--- src/rtl/ascon_serdes.sv ---
// ascon_serdes: W-bit serial front-end for a parallel AsconCore.
// Loads key/nonce/AD/payload (and the expected tag when enabled) MSB-first,
// launches one core operation, then unloads result and tag MSB-first.
// Optional feature macro: ASCON_TAG_CHECK_EN. When it is defined, an expected
// tag is loaded and a decrypt whose tag does not match releases zeros
// instead of the payload.
module ascon_serdes #(
  parameter int K = 128,
  parameter int L = 32,
  parameter int Y = 32,
  parameter int W = 1
) (
  input  logic         clk,
  input  logic         rst,
  input  logic [W-1:0] keyxSI,
  input  logic [W-1:0] noncexSI,
  input  logic [W-1:0] associated_dataxSI,
  input  logic [W-1:0] input_dataxSI,
  input  logic [W-1:0] tagxSI,
  input  logic         in_validxSI,
  output logic         in_readyxSO,
  input  logic         ascon_startxSI,
  input  logic         decrypt,
  output logic [W-1:0] output_dataxSO,
  output logic [W-1:0] tagxSO,
  output logic         out_validxSO,
  input  logic         out_readyxSI,
  output logic         auth_failxSO,
  output logic         ascon_readyxSO,
  output logic [K-1:0] core_key,
  output logic [127:0] core_nonce,
  output logic [L-1:0] core_ad,
  output logic [Y-1:0] core_data,
  output logic         core_startxSO,
  output logic         core_decryptxSO,
  input  logic [Y-1:0] core_outxSI,
  input  logic [127:0] core_tagxSI,
  input  logic         core_donexSI
);

  localparam int NT = 128;

  function automatic int imax(input int a, input int b);
    return (a > b) ? a : b;
  endfunction

  localparam int NL = imax(imax(K, NT), imax(L, Y)) / W;
  localparam int NU = imax(Y, NT) / W;
  localparam int CW = $clog2(imax(NL, NU) + 1);

  localparam logic [CW-1:0] C_KB      = CW'(K / W);
  localparam logic [CW-1:0] C_NB      = CW'(NT / W);
  localparam logic [CW-1:0] C_LB      = CW'(L / W);
  localparam logic [CW-1:0] C_YB      = CW'(Y / W);
  localparam logic [CW-1:0] C_NL_LAST = CW'(NL - 1);
  localparam logic [CW-1:0] C_NU_LAST = CW'(NU - 1);

  // Lane width must tile every field exactly.
  if ((W < 1) || ((K % W) != 0) || ((NT % W) != 0) || ((L % W) != 0) || ((Y % W) != 0)) begin : g_bad_lane_width
    $error("ascon_serdes: W must divide K, 128, L and Y");
  end

  typedef enum logic [1:0] {S_LOAD = 2'd0, S_ARMED = 2'd1, S_RUN = 2'd2, S_UNLOAD = 2'd3} state_t;

  state_t          r_state;
  state_t          w_next;
  logic            r_in_ready;
  logic            r_out_valid;
  logic [CW-1:0]   r_bcnt;
  logic [K-1:0]    r_key;
  logic [NT-1:0]   r_nonce;
  logic [L-1:0]    r_ad;
  logic [Y-1:0]    r_data;
  logic [Y-1:0]    r_out;
  logic [NT-1:0]   r_tago;
  logic            r_core_start;
  logic            r_core_decrypt;
  logic            w_in_fire;
  logic            w_out_fire;
  logic            w_load_last;
  logic            w_unload_last;

`ifdef ASCON_TAG_CHECK_EN
  logic [NT-1:0]   r_tag_exp;
  logic            r_auth_fail;
  assign auth_failxSO = r_auth_fail;
`else
  logic            w_unused_tag_lane;
  assign w_unused_tag_lane = ^tagxSI;
  assign auth_failxSO      = 1'b0;
`endif

  // Handshakes only count while the matching ready/valid register is up,
  // which keeps the bus quiet for the first cycle after reset release.
  assign w_in_fire     = in_validxSI & r_in_ready;
  assign w_out_fire    = out_readyxSI & r_out_valid;
  assign w_load_last   = w_in_fire & (r_bcnt == C_NL_LAST);
  assign w_unload_last = w_out_fire & (r_bcnt == C_NU_LAST);

  assign in_readyxSO     = r_in_ready;
  assign out_validxSO    = r_out_valid;
  assign core_key        = r_key;
  assign core_nonce      = r_nonce;
  assign core_ad         = r_ad;
  assign core_data       = r_data;
  assign core_startxSO   = r_core_start;
  assign core_decryptxSO = r_core_decrypt;

  // State register plus the registered ready/valid decoded from next state
  always_ff @(posedge clk or negedge rst) begin
    if (!rst) begin
      r_state     <= S_LOAD;
      r_in_ready  <= 1'b0;
      r_out_valid <= 1'b0;
    end else begin
      r_state     <= w_next;
      r_in_ready  <= (w_next == S_LOAD);
      r_out_valid <= (w_next == S_UNLOAD);
    end
  end

  // Next-state decode; launch and done are only honoured in their own state
  always_comb begin
    w_next = r_state;
    case (r_state)
      S_LOAD:   w_next = w_load_last    ? S_ARMED  : S_LOAD;
      S_ARMED:  w_next = ascon_startxSI ? S_RUN    : S_ARMED;
      S_RUN:    w_next = core_donexSI   ? S_UNLOAD : S_RUN;
      S_UNLOAD: w_next = w_unload_last  ? S_LOAD   : S_UNLOAD;
      default:  w_next = S_LOAD;
    endcase
  end

  // Output lanes present the top W bits while unloading; ready pulses on the final accepted beat
  always_comb begin
    output_dataxSO = {W{1'b0}};
    tagxSO         = {W{1'b0}};
    ascon_readyxSO = 1'b0;
    case (r_state)
      S_UNLOAD: begin
        output_dataxSO = r_out[Y-1 -: W];
        tagxSO         = r_tago[NT-1 -: W];
        ascon_readyxSO = w_unload_last;
      end
      default: begin
        output_dataxSO = {W{1'b0}};
        tagxSO         = {W{1'b0}};
        ascon_readyxSO = 1'b0;
      end
    endcase
  end

  // Field shift registers, beat counter and core launch/result capture
  always_ff @(posedge clk or negedge rst) begin
    if (!rst) begin
      r_bcnt         <= {CW{1'b0}};
      r_key          <= {K{1'b0}};
      r_nonce        <= {NT{1'b0}};
      r_ad           <= {L{1'b0}};
      r_data         <= {Y{1'b0}};
      r_out          <= {Y{1'b0}};
      r_tago         <= {NT{1'b0}};
      r_core_start   <= 1'b0;
      r_core_decrypt <= 1'b0;
`ifdef ASCON_TAG_CHECK_EN
      r_tag_exp      <= {NT{1'b0}};
      r_auth_fail    <= 1'b0;
`endif
    end else begin
      r_core_start <= 1'b0;
      case (r_state)
        S_LOAD: begin
          if (w_in_fire) begin
            r_bcnt <= w_load_last ? {CW{1'b0}} : (r_bcnt + CW'(1));
            // Each field stops shifting once it has its full length; later lanes are dropped.
            if (r_bcnt < C_KB) r_key   <= K'({r_key, keyxSI});
            if (r_bcnt < C_NB) r_nonce <= NT'({r_nonce, noncexSI});
            if (r_bcnt < C_LB) r_ad    <= L'({r_ad, associated_dataxSI});
            if (r_bcnt < C_YB) r_data  <= Y'({r_data, input_dataxSI});
`ifdef ASCON_TAG_CHECK_EN
            if (r_bcnt < C_NB) r_tag_exp <= NT'({r_tag_exp, tagxSI});
`endif
          end
        end
        S_ARMED: begin
          if (ascon_startxSI) begin
            r_core_start   <= 1'b1;
            r_core_decrypt <= decrypt;
`ifdef ASCON_TAG_CHECK_EN
            r_auth_fail    <= 1'b0;
`endif
          end
        end
        S_RUN: begin
          if (core_donexSI) begin
            r_tago <= core_tagxSI;
`ifdef ASCON_TAG_CHECK_EN
            // A failed decrypt withholds the plaintext by capturing zeros.
            if (r_core_decrypt && (core_tagxSI != r_tag_exp)) begin
              r_auth_fail <= 1'b1;
              r_out       <= {Y{1'b0}};
            end else begin
              r_auth_fail <= 1'b0;
              r_out       <= core_outxSI;
            end
`else
            r_out <= core_outxSI;
`endif
          end
        end
        S_UNLOAD: begin
          if (w_out_fire) begin
            // Zeros shift in, so an exhausted field naturally drives 0.
            r_out  <= r_out << W;
            r_tago <= r_tago << W;
            r_bcnt <= w_unload_last ? {CW{1'b0}} : (r_bcnt + CW'(1));
          end
        end
        default: r_bcnt <= {CW{1'b0}};
      endcase
    end
  end

endmodule

--- config.mk ---
export PLATFORM = sky130hd
export DESIGN_NAME = ascon_serdes
export DESIGN_NICKNAME = d
export VERILOG_FILES = /design/src/rtl/ascon_serdes.sv
export SDC_FILE = /design/constraint.sdc
export NUM_CORES = 1
export LEC_CHECK = 0
export BUFFER_PORTS_ARGS = -buffer_cell sky130_fd_sc_hd__buf_2
export CAP_MARGIN = 15
export CORE_MARGIN = 3
export CORE_UTILIZATION = 45
export DETAILED_ROUTE_END_ITERATION = 10
export PLACE_DENSITY = 0.69
export SLEW_MARGIN = 20
export SYNTH_ARGS = -nofsm -noshare
export SYNTH_HDL_FRONTEND = slang
export SYNTH_SLANG_ARGS = --single-unit
--- constraint.sdc ---
create_clock -name clk -period 2.35 [get_ports clk]
set_input_delay 0.3525 -clock clk [delete_from_list [all_inputs] [get_ports clk]]
set_output_delay 0.3525 -clock clk [all_outputs]
set_load 0.02 [all_outputs]
==> flow_summary.json <==
{
  "synth_seq_cells": 494,
  "hold_ws_ns": 0.04209,
  "grt_pass1_vias": 15247,
  "wl_per_cell_um": 16.48,
  "cp_top_family": "simple AND/OR/NAND/NOR gates",
  "yosysSeqAreaShare": 0.6227,
  "register_area_um2": 12360,
  "relSlewSlack": 0.5094,
  "syn_area_um2": 19850,
  "hpwl_mm": 36.19,
  "leakagePower_nw": 15.06,
  "cap_viol_max_count": 0,
  "reg2regPathDepth": 5,
  "synth.distinct_cells": 34,
  "cts_root_buffer": "clkbuf_16",
  "yosysWarnings": 0,
  "setup_tns_ns": 0,
  "drc": 0,
  "areaGrowthSynthToFinish_pct": 27.13,
  "cts_tree": "yes",
  "r2r_setup_slack_ns": 0.28,
  "drt_iter0_markers": 1071,
  "initial_core_util": 0.4578,
  "vias_per_cell": 4.911,
  "max_freq_ghz": 0.4391,
  "hold_start": "input_dataxSI",
  "hold_viol_final": 0,
  "coreArea_um2": 43360,
  "final_cell_mix": "nand2_1 (938), buf_2 (495), dfrtp_1 (494)",
  "finalCritPeriodShare": 0.9691,
  "cp_num_buf_inv": 1,
  "critPathLaunchType": "register",
  "cpPeakStageDelay_ns": 0.42,
  "setup_viol_count_final": 0,
  "antenna_found_initial": 15,
  "routed_wl_mm": 51.46,
  "die_y_um": 216.0,
  "worstPathRequired_ns": 2.00,
  "nets": 2660,
  "hold_depth": 2,
  "vdd_drop_max_mv": 0.6022,
  "mostFrequentLayoutCell": "nand2_1",
  "maxSlewViolCount": 0,
  "synth-edff-count": 0,
  "p_switching_mw": 5.961,
  "final_cell_area_um2": 25240,
  "pre_cts_ws_ns": 0.2484,
  "combPwrFrac": 0.158,
  "cts_buffer_depth": 3,
  "numCtsBuffers": 52,
  "core.rowCount": 76,
  "cp_data_arrival_time_ns": 1.92,
  "dp_cells": 3009,
  "path_cells": "ha_4, nand2_1, or3_4, nor2_4, buf_6",
  "p_clk_frac": 0.384,
  "critPathCaptureType": "output port",
  "vias": 15331,
  "intPower_mw": 15.50,
  "clk_pin_slew_ns": 0.06,
  "r2r-start": "in_readyxSO",
  "async_flop_share": 1.000,
  "worst_slack_ns": 0.07272,
  "multi_input_area_um2": 7053,
  "rr_endpoint": "core_data[3]",
  "critical_path.max_fanout": 4,
  "overflow": 0,
  "status": "finished clean",
  "cts.sinks": 494,
  "worst_slew_pin_slew_ns": 0.7314,
  "instances_no_fill": 3122,
  "pin_count": 500,
  "gp_congestion": 0.8683,
  "worstSkewPairLatency_ns": 0.58,
  "grt_max_degree": 134,
  "dr.pass1.iters": 4,
  "swShare": 0.2777,
  "pwr_density_cell_nw_per_um2": 850.5,
  "synth.largest_area_cell": "dfrtp_1",
  "path_class": "reg2out",
  "synth_area_leaders": "dfrtp_1 (62%), nand2_1 (18%), mux2i_1 (8.0%), o21ai_0 (4.2%), mux2_2 (3.5%)",
  "cpMaxStageDelayCell": "or3_4",
  "synth_cells": 1995,
  "grt_first_pass_wirelength_mm": 82.49,
  "pwr-share-seq": 0.458,
  "fillers": 3734,
  "htreeDepth": 2,
  "place_area_um2": 23360,
  "synth_ff_type": "dfrtp_1",
  "die-area_um2": 46670,
  "syn_nets": 2168,
  "clock_skew_ns": 0.009268,
  "io_buffers": 497,
  "die_width_um": 216.0,
  "grt_usage": 0.2180,
  "yosys.area.top_type_share": 0.6227,
  "hold_path.class": "in2reg",
  "antenna_left": 0,
  "syn_area_per_cell_um2": 9.951,
  "layout-drive-gt1-share": 0.2820,
  "hold_end": "core_data[0]",
  "period_needed_ns": 2.277
}
==> cells in the mapped netlist (3+ instances only) <==
cell type	n
nor2_1	7
mux2_2	61
and3_1	4
o21ai_0	165
buf_2	3
a21oi_1	5
clkbuf_1	104
buf_4	7
nand2b_1	3
mux2i_1	158
a31oi_1	4
nand3_1	4
nand2_1	939
dfrtp_1	494
mux2_1	5
nand4_1	3
buf_1	8
xnor2_1	3
==> metrics by stage <==
step	power, mW	util
floorplan	11.83	-
global placement	13.24	0.5388
detailed placement	13.37	0.5388
CTS	21.69	0.5803
global route	22.41	0.5820
finish	21.47	0.5820
==> power groups by stage <==
| stage | sequential, mW | clock, mW | combinational [mW] |
|---|---|---|---|
| after global routing | 9.93 | 8.82 | 3.66 |
| after CTS | 9.82 | 8.45 | 3.43 |
| final | 9.82 | 8.25 | 3.39 |
| after floorplan | 10.6 | 0 | 1.22 |
| after global placement | 9.93 | 0 | 3.31 |
| after detailed placement | 9.98 | 0 | 3.39 |
==> flip-flops by register name (all words and copies together) (netlist names) <==
signal and flops:
r_state 2, r_tago 128, core_ad 32, r_out 32, r_bcnt 8, core_decryptxSO 1, in_readyxSO 1, out_validxSO 1
core_nonce 128, core_key 128, core_startxSO 1, core_data 32
==> cell families after synthesis <==
kind of cell / Yosys count / synth area share
AOI/OAI and AO/OA: 182 / 0.04746
adders and majority gates: 1 / 0.0006301
muxes: 224 / 0.1171
xor gates and xnor gates: 3 / 0.001324
and+or+nand+nor: 967 / 0.1859
other: 1 / 0.0001889
DFF: 494 / 0.6227
buffers and inverters: 123 / 0.02477
==> layout make-up <==
class                   instances  area share
flip-flops and latches        494      0.4898
multi-input cells            1378      0.2795
repair buffers                560      0.1317
clock buffers                  74     0.06162
well taps                     585     0.02900
clock inverters                18    0.007040
diodes                         12    0.001190
inverters                       1   0.0001487
==> how the worst max path moves through the flow <==
stage,startpoint,end,depth (start not counted)
floorplan,r_state[1],core_data[22],6
global placement,in_validxSI,core_ad[17],6
detailed placement,in_validxSI,core_ad[18],6
CTS,r_bcnt[1],ascon_readyxSO,5
global route,r_bcnt[0],ascon_readyxSO,5
finish,r_bcnt[1],ascon_readyxSO,5
==> per-layer routing <==
metal	part of all wire	track usage	routed length, um	vias up
li1	-	-	-	7425
met1	0.41	0.2736	21090	7367
met2	0.49	0.3644	25370	427
met3	0.060	0.05562	3096	106
met4	0.036	0.08470	1858	6
met5	0.00084	0	43	-
==> what timing repair did <==
action / CTS / global route
pin swaps: 0 / 1
gates resized for setup: 6 / 1
endpoints found under the hold margin: 47 / 0
buffers inserted: 1 / 4
endpoints found under the setup margin: 1 / 1
hold buffers: 4 / 0
Power figures use the tool's default switching activity.
